## src/rtl/game_score_ctrl.sv

```systemverilog
// Game-progress controller: score accumulation, per-level target and countdown, win/lose decision.
// Optional build macro GAME_SCORE_TIME_BONUS_EN adds an early win with a TALLY state converting leftover seconds to points.
module game_score_ctrl #(
  parameter int BASE_TARGET    = 650,
  parameter int TARGET_STEP    = 300,
  parameter int LEVEL_SECONDS  = 60,
  parameter int FRAMES_PER_SEC = 60,
  parameter int MAX_LEVEL      = 99,
  parameter int BONUS_PER_SEC  = 10
) (
  input  logic        clk,
  input  logic        resetN,
  input  logic        startOfFrame,
  input  logic        start_game,
  input  logic        next_level,
  input  logic        item_collected,
  input  logic [9:0]  item_value,
  output logic [13:0] level,
  output logic [13:0] score,
  output logic [13:0] target,
  output logic [6:0]  time_left,
  output logic        playing,
  output logic        level_won,
  output logic        game_over,
  output logic        level_start
);

  localparam int FW = (FRAMES_PER_SEC > 1) ? $clog2(FRAMES_PER_SEC) : 1;
  localparam logic [13:0]   SCORE_MAX  = 14'd9999;
  localparam logic [13:0]   BASE_T     = 14'((BASE_TARGET > 9999) ? 9999 : BASE_TARGET);
  localparam logic [13:0]   LEVEL_MAX  = 14'(MAX_LEVEL);
  localparam logic [6:0]    SECS       = 7'(LEVEL_SECONDS);
  localparam logic [FW-1:0] FRAME_LAST = FW'(FRAMES_PER_SEC - 1);

  typedef enum logic [2:0] {
    IDLE,
    PLAYING,
    LEVEL_WON,
    GAME_OVER
`ifdef GAME_SCORE_TIME_BONUS_EN
    , TALLY
`endif
  } state_t;

  state_t        state_reg, state_next;
  logic [13:0]   level_reg, level_next;
  logic [13:0]   score_reg, score_next;
  logic [13:0]   target_reg, target_next;
  logic [6:0]    time_left_reg, time_left_next;
  logic [FW-1:0] frame_cnt_reg, frame_cnt_next;
  logic          level_start_reg, level_start_next;
  logic          playing_reg, playing_next;
  logic          level_won_reg, game_over_reg;

  logic [14:0]   item_sum, step_sum;
  logic [13:0]   score_post;
  logic          tick, timeout;
`ifdef GAME_SCORE_TIME_BONUS_EN
  logic [14:0]   bonus_sum;
`endif

  function automatic logic [13:0] sat14(input logic [14:0] v);
    return (v > {1'b0, SCORE_MAX}) ? SCORE_MAX : v[13:0];
  endfunction

  always_comb begin
    state_next       = state_reg;
    level_next       = level_reg;
    score_next       = score_reg;
    target_next      = target_reg;
    time_left_next   = time_left_reg;
    frame_cnt_next   = frame_cnt_reg;
    level_start_next = 1'b0;

    item_sum   = {1'b0, score_reg} + {5'd0, item_value};
    // Target grows by one step per level; saturation makes the running sum equal the closed form.
    step_sum   = {1'b0, target_reg} + 15'(TARGET_STEP);
    score_post = item_collected ? sat14(item_sum) : score_reg;
    tick       = startOfFrame && (frame_cnt_reg == FRAME_LAST);
    timeout    = tick && (time_left_reg == 7'd1);
`ifdef GAME_SCORE_TIME_BONUS_EN
    bonus_sum  = {1'b0, score_reg} + 15'(BONUS_PER_SEC);
`endif

    case (state_reg)
      IDLE: begin
        if (start_game) begin
          state_next       = PLAYING;
          level_start_next = 1'b1;
        end
      end
      PLAYING: begin
        score_next = score_post;
        if (startOfFrame)
          frame_cnt_next = tick ? '0 : frame_cnt_reg + 1'b1;
        if (tick && time_left_reg != 7'd0)
          time_left_next = time_left_reg - 7'd1;
`ifdef GAME_SCORE_TIME_BONUS_EN
        if (item_collected && score_post >= target_reg)
          state_next = TALLY;
        else
`endif
        if (timeout)
          state_next = (score_post >= target_reg) ? LEVEL_WON : GAME_OVER;
      end
      LEVEL_WON: begin
        if (next_level) begin
          if (level_reg < LEVEL_MAX) begin
            level_next  = level_reg + 14'd1;
            target_next = sat14(step_sum);
          end
          time_left_next   = SECS;
          frame_cnt_next   = '0;
          state_next       = PLAYING;
          level_start_next = 1'b1;
        end
      end
      GAME_OVER: begin
        if (start_game) begin
          level_next       = 14'd1;
          score_next       = '0;
          target_next      = BASE_T;
          time_left_next   = SECS;
          frame_cnt_next   = '0;
          state_next       = PLAYING;
          level_start_next = 1'b1;
        end
      end
`ifdef GAME_SCORE_TIME_BONUS_EN
      TALLY: begin
        if (time_left_reg != 7'd0) begin
          time_left_next = time_left_reg - 7'd1;
          score_next     = sat14(bonus_sum);
        end
        if (time_left_reg <= 7'd1)
          state_next = LEVEL_WON;
      end
`endif
      default: state_next = IDLE;
    endcase

    playing_next = (state_next == PLAYING);
`ifdef GAME_SCORE_TIME_BONUS_EN
    if (state_next == TALLY)
      playing_next = 1'b1;
`endif
  end

  always_ff @(posedge clk) begin
    if (!resetN) begin
      state_reg       <= IDLE;
      level_reg       <= 14'd1;
      score_reg       <= '0;
      target_reg      <= BASE_T;
      time_left_reg   <= SECS;
      frame_cnt_reg   <= '0;
      level_start_reg <= 1'b0;
      playing_reg     <= 1'b0;
      level_won_reg   <= 1'b0;
      game_over_reg   <= 1'b0;
    end else begin
      state_reg       <= state_next;
      level_reg       <= level_next;
      score_reg       <= score_next;
      target_reg      <= target_next;
      time_left_reg   <= time_left_next;
      frame_cnt_reg   <= frame_cnt_next;
      level_start_reg <= level_start_next;
      playing_reg     <= playing_next;
      level_won_reg   <= (state_next == LEVEL_WON);
      game_over_reg   <= (state_next == GAME_OVER);
    end
  end

  assign level       = level_reg;
  assign score       = score_reg;
  assign target      = target_reg;
  assign time_left   = time_left_reg;
  assign playing     = playing_reg;
  assign level_won   = level_won_reg;
  assign game_over   = game_over_reg;
  assign level_start = level_start_reg;

endmodule

```

## config.mk

```make
export PLATFORM = sky130hd
export DESIGN_NAME = game_score_ctrl
export DESIGN_NICKNAME = d
export VERILOG_FILES = /design/src/rtl/game_score_ctrl.sv
export SDC_FILE = /design/constraint.sdc
export NUM_CORES = 1
export LEC_CHECK = 0
export ABC_AREA = 1
export CAP_MARGIN = 20
export CORE_ASPECT_RATIO = 0.5
export CORE_UTILIZATION = 55
export CTS_CLUSTER_DIAMETER = 30
export DETAILED_ROUTE_END_ITERATION = 7
export PLACE_DENSITY = 0.82
export SYNTH_ARGS = -nofsm -noshare
export SYNTH_HDL_FRONTEND = slang
export SYNTH_SLANG_ARGS = --single-unit
export TNS_END_PERCENT = 10
```

## constraint.sdc

```tcl
create_clock -name clk -period 4.3 [get_ports clk]
set_clock_uncertainty 0.15 [all_clocks]
set_input_delay 0.86 -clock clk [delete_from_list [all_inputs] [get_ports clk]]
set_output_delay 0.86 -clock clk [all_outputs]
set_load 0.02 [all_outputs]
```

==> summary.txt <==
Global routing
  – GRT overflow: 0
  – Largest net degree at the start of global routing: 30
  – Antenna violations before repair: 0
  – First-pass GRT wire length: approximately 19000 µm
  – GRT Total Usage: 0.276
  – Vias in the first global route: around 4200

Worst setup path
  – Kind of critical path: in -> reg
  – Worst r2r src: score[0]
  – Max FO, Critical Path: 6
  – R2r setup slk: 0.45 ns
  – RR Endpoint: playing
  – Req. time, crit path: about 4.4 ns
  – CP endpoint kind: flop
  – CP startpoint kind: input pin
  – CP arrival: approximately 4.3 ns
  – Worst r2r path cells: 27

Synth
  – Synth Instances: around 660
  – Seq/Total Area, Yosys: 0.283
  – Synthesized Nets: just over 700
  – Ys Warns: 0
  – Yosys reg bits: between 60 and 70
  – Yosys cell types: 46
  – Cell Area, Synth: between 4000 and 5000 µm²
  – Syn avg cell area: approximately 6.7 µm²

Layout
  – Final core occ: 0.805
  – Ant diodes: 0
  – Final nets: 814
  – Area grow syn2layout: 38.2%
  – Share of cells above drive strength 1: 0.224

Route
  – DRC: 0
  – 1st-iter DRT viols: 291
  – Vias per inst: about 5.4
  – Post-route ant nets: 0
  – Via Count: 4773
  – Total length of routed wires: about 12000 µm
  – WL/cell: 13.7 µm
  – DR pass1 iterations: 5

Place
  – Pre-CTS setup slack: -0.304 ns
  – Port Buffers: 68
  – Routability congestion estimate: about 0.9
  – DPL Wire Length: ~8300 µm

Floorplan
  – Die X: around 130 µm
  – Chip height: 65.1 µm
  – Cell Rows: 22
  – Core ar.: between 7000 and 8000 µm²
  – # IOs: 69
  – Initial core utilization: 0.583
  – Die area: between 8000 and 9000 µm²

Timing
  – Final Hold Viols: 0
  – Min Tclk post-route: 4.18 ns
  – Slew @ Worst Pin: 0.843 ns
  – Fmax: approximately 240 MHz
  – Endpoints failing setup: 0
  – Post-route setup slack: roughly 0.12 ns
  – Fin. max-slew vios: 0
  – Final Cycle Share: 0.972
  – Slew headroom: 0.436
  – Hold slack: ~0.3 ns
  – Setup TNS: 0 ns

CTS
  – CTS tree: built
  – Root Buffer: clkbuf_16
  – Clock Pin Slew Worst Setup and Hold Paths: roughly 0.050 ns
  – Clock buffer depth: 2
  – TritonCTS buffer count: 9
  – Number of H-tree levels: 3
  – Worst-Skew Late Latency: around 0.33 ns
  – Clock sink count: between 60 and 70

Job
  – Max_cap viols: 0

Power and ir drop
  – Worst vdd ir: 258 µV
  – P per Cell Area: 255 nW/µm²
  – Leak: around 2.6 nW

Outcome
  – Status: completed

Hold path
  – Min-Delay Endpoint: level[13]
  – Worst min path class: reg -> reg
  – WHS Path Cells: 2
  – Hold wc startpoint: level[13]
[where the power goes]
part	internal (mW)	switching, mW
Clock	0.467	0.274
Sequential	0.581	0.00759
Combinational	0.0941	0.121
[cells in the mapped netlist (all sizes together)]
library cell / count / area share
buf: 5 / 0.0086
or2: 6 / 0.0091
conb: 1 / 0.00086
dfxtp: 62 / 0.28
nor4: 3 / 0.0043
nand2: 190 / 0.18
o21a: 2 / 0.0034
a21boi: 4 / 0.0069
xnor2: 3 / 0.0060
ha: 30 / 0.086
a32oi: 1 / 0.0020
nand3b: 7 / 0.012
nand4: 13 / 0.020
o22ai: 1 / 0.0029
xor2: 6 / 0.012
a32o: 1 / 0.0023
nor3: 16 / 0.021
a211o: 1 / 0.0020
clkinv: 1 / 0.00086
a21oi: 58 / 0.075
o211ai: 1 / 0.0017
nand3: 52 / 0.073
clkbuf: 7 / 0.0060
nor3b: 3 / 0.0051
o21ai: 25 / 0.029
inv: 84 / 0.072
fa: 1 / 0.0046
and3: 4 / 0.0057
and2: 1 / 0.0014
a31o: 1 / 0.0020
nor2: 67 / 0.064
[per-stage QoR]
| stage | std cells | cell area, µm² | power [mW] |
|---|---|---|---|
| after floorplan | 657 | 4380 | 0.713 |
| after global placement | 856 | 5390 | 0.779 |
| after detailed placement | 856 | 5390 | 0.783 |
| after CTS | 872 | 5700 | 1.51 |
| after global routing | 880 | 6050 | 1.59 |
| final | 880 | 6050 | 1.54 |
[cells by family (layout without fill, tap and decap cells)]
logic type | count (synthesis) | after routing | share of synthesized area
flip-flops | 62 | 62 | 0.283
buffers and inverters | 97 | 211 | 0.0874
AND/OR/NAND/NOR | 362 | 363 | 0.393
adder cells (fa/ha/maj) | 31 | 31 | 0.0903
other | 1 | 1 | 0.000856
AO/OA/AOI/OAI | 95 | 95 | 0.127
XOR/XNOR | 9 | 9 | 0.0180
[placed cells by master, fill, tap and decap left out, drive strengths merged, types with 6 or more instances in the layout]
| cell | Yosys | final |
|---|---|---|
| nand2 | 190 | 190 |
| inv | 84 | 85 |
| nor2 | 67 | 67 |
| clkdlybuf4s50 | 0 | 65 |
| dfxtp | 62 | 62 |
| a21oi | 58 | 58 |
| nand3 | 52 | 53 |
| buf | 5 | 42 |
| ha | 30 | 30 |
| o21ai | 25 | 25 |
| nor3 | 16 | 16 |
| nand4 | 13 | 13 |
| clkbuf | 7 | 10 |
| nand3b | 7 | 7 |
| xor2 | 6 | 6 |
| or2 | 6 | 6 |
[worst max-delay path, stage by stage]
cell             delay [ns]
clkdlybuf4s50_1        0.51
ha_4                   0.23
nand2_1                0.07
nand2_1                0.07
nand2_1                0.12
nand2_1                0.07
nand2_1                0.10
nand3_1                0.13
nand2_2                0.11
nand2_1                0.06
nor2_1                 0.08
nand3_1                0.08
nand2_2                0.13
nand3_4                0.14
buf_6                  0.16
nand2_2                0.05
nand2_2                0.06
ha_1                   0.29
nand2_2                0.07
buf_4                  0.14
nor3_4                 0.16
nand2_1                0.06
nand3_1                0.10
nand2_1                0.06
nand2_1                0.08
nand3_2                0.10
nand2_2                0.09
nor2_1                 0.05
[metal layers]
metal | up-vias | wire [µm] | global-route usage
met5 | - | 0 | 0
met4 | 0 | 211 | 0.0706
met3 | 27 | 668 | 0.0562
met2 | 161 | 5730 | 0.472
met1 | 2212 | 5460 | 0.358
li1 | 2373 | - | -
[cell type report]
type	instances	area, µm²
clock buffer	10	239
clock inverter	6	70.1
fill	526	1460
inverter	85	319
multi-input combinational	499	3040
sequential	62	1240
tap	108	135
timing repair buffer	110	1010
[repair_timing]
item	4_1_cts	5_1_grt
endpoints found under the setup margin	0	4
hold buffers	0	0
buffers inserted	0	7
resized for setup	0	70
[worst max path at each step]
| stage | from | endpoint | slack [ns] | depth (start not counted) |
|---|---|---|---|---|
| 2_1_floorplan | item_value[0] | playing | 0.33 | 26 |
| 3_3_place_gp | item_value[0] | playing | -0.22 | 26 |
| 3_5_place_dp | item_value[0] | playing | -0.30 | 24 |
| 4_1_cts | item_value[0] | playing | 0.05 | 24 |
| 5_1_grt | item_value[3] | game_over | -0.11 | 28 |
| 6_report | item_value[3] | playing | 0.12 | 28 |
Note: power is estimated with default switching activity, not from simulation.
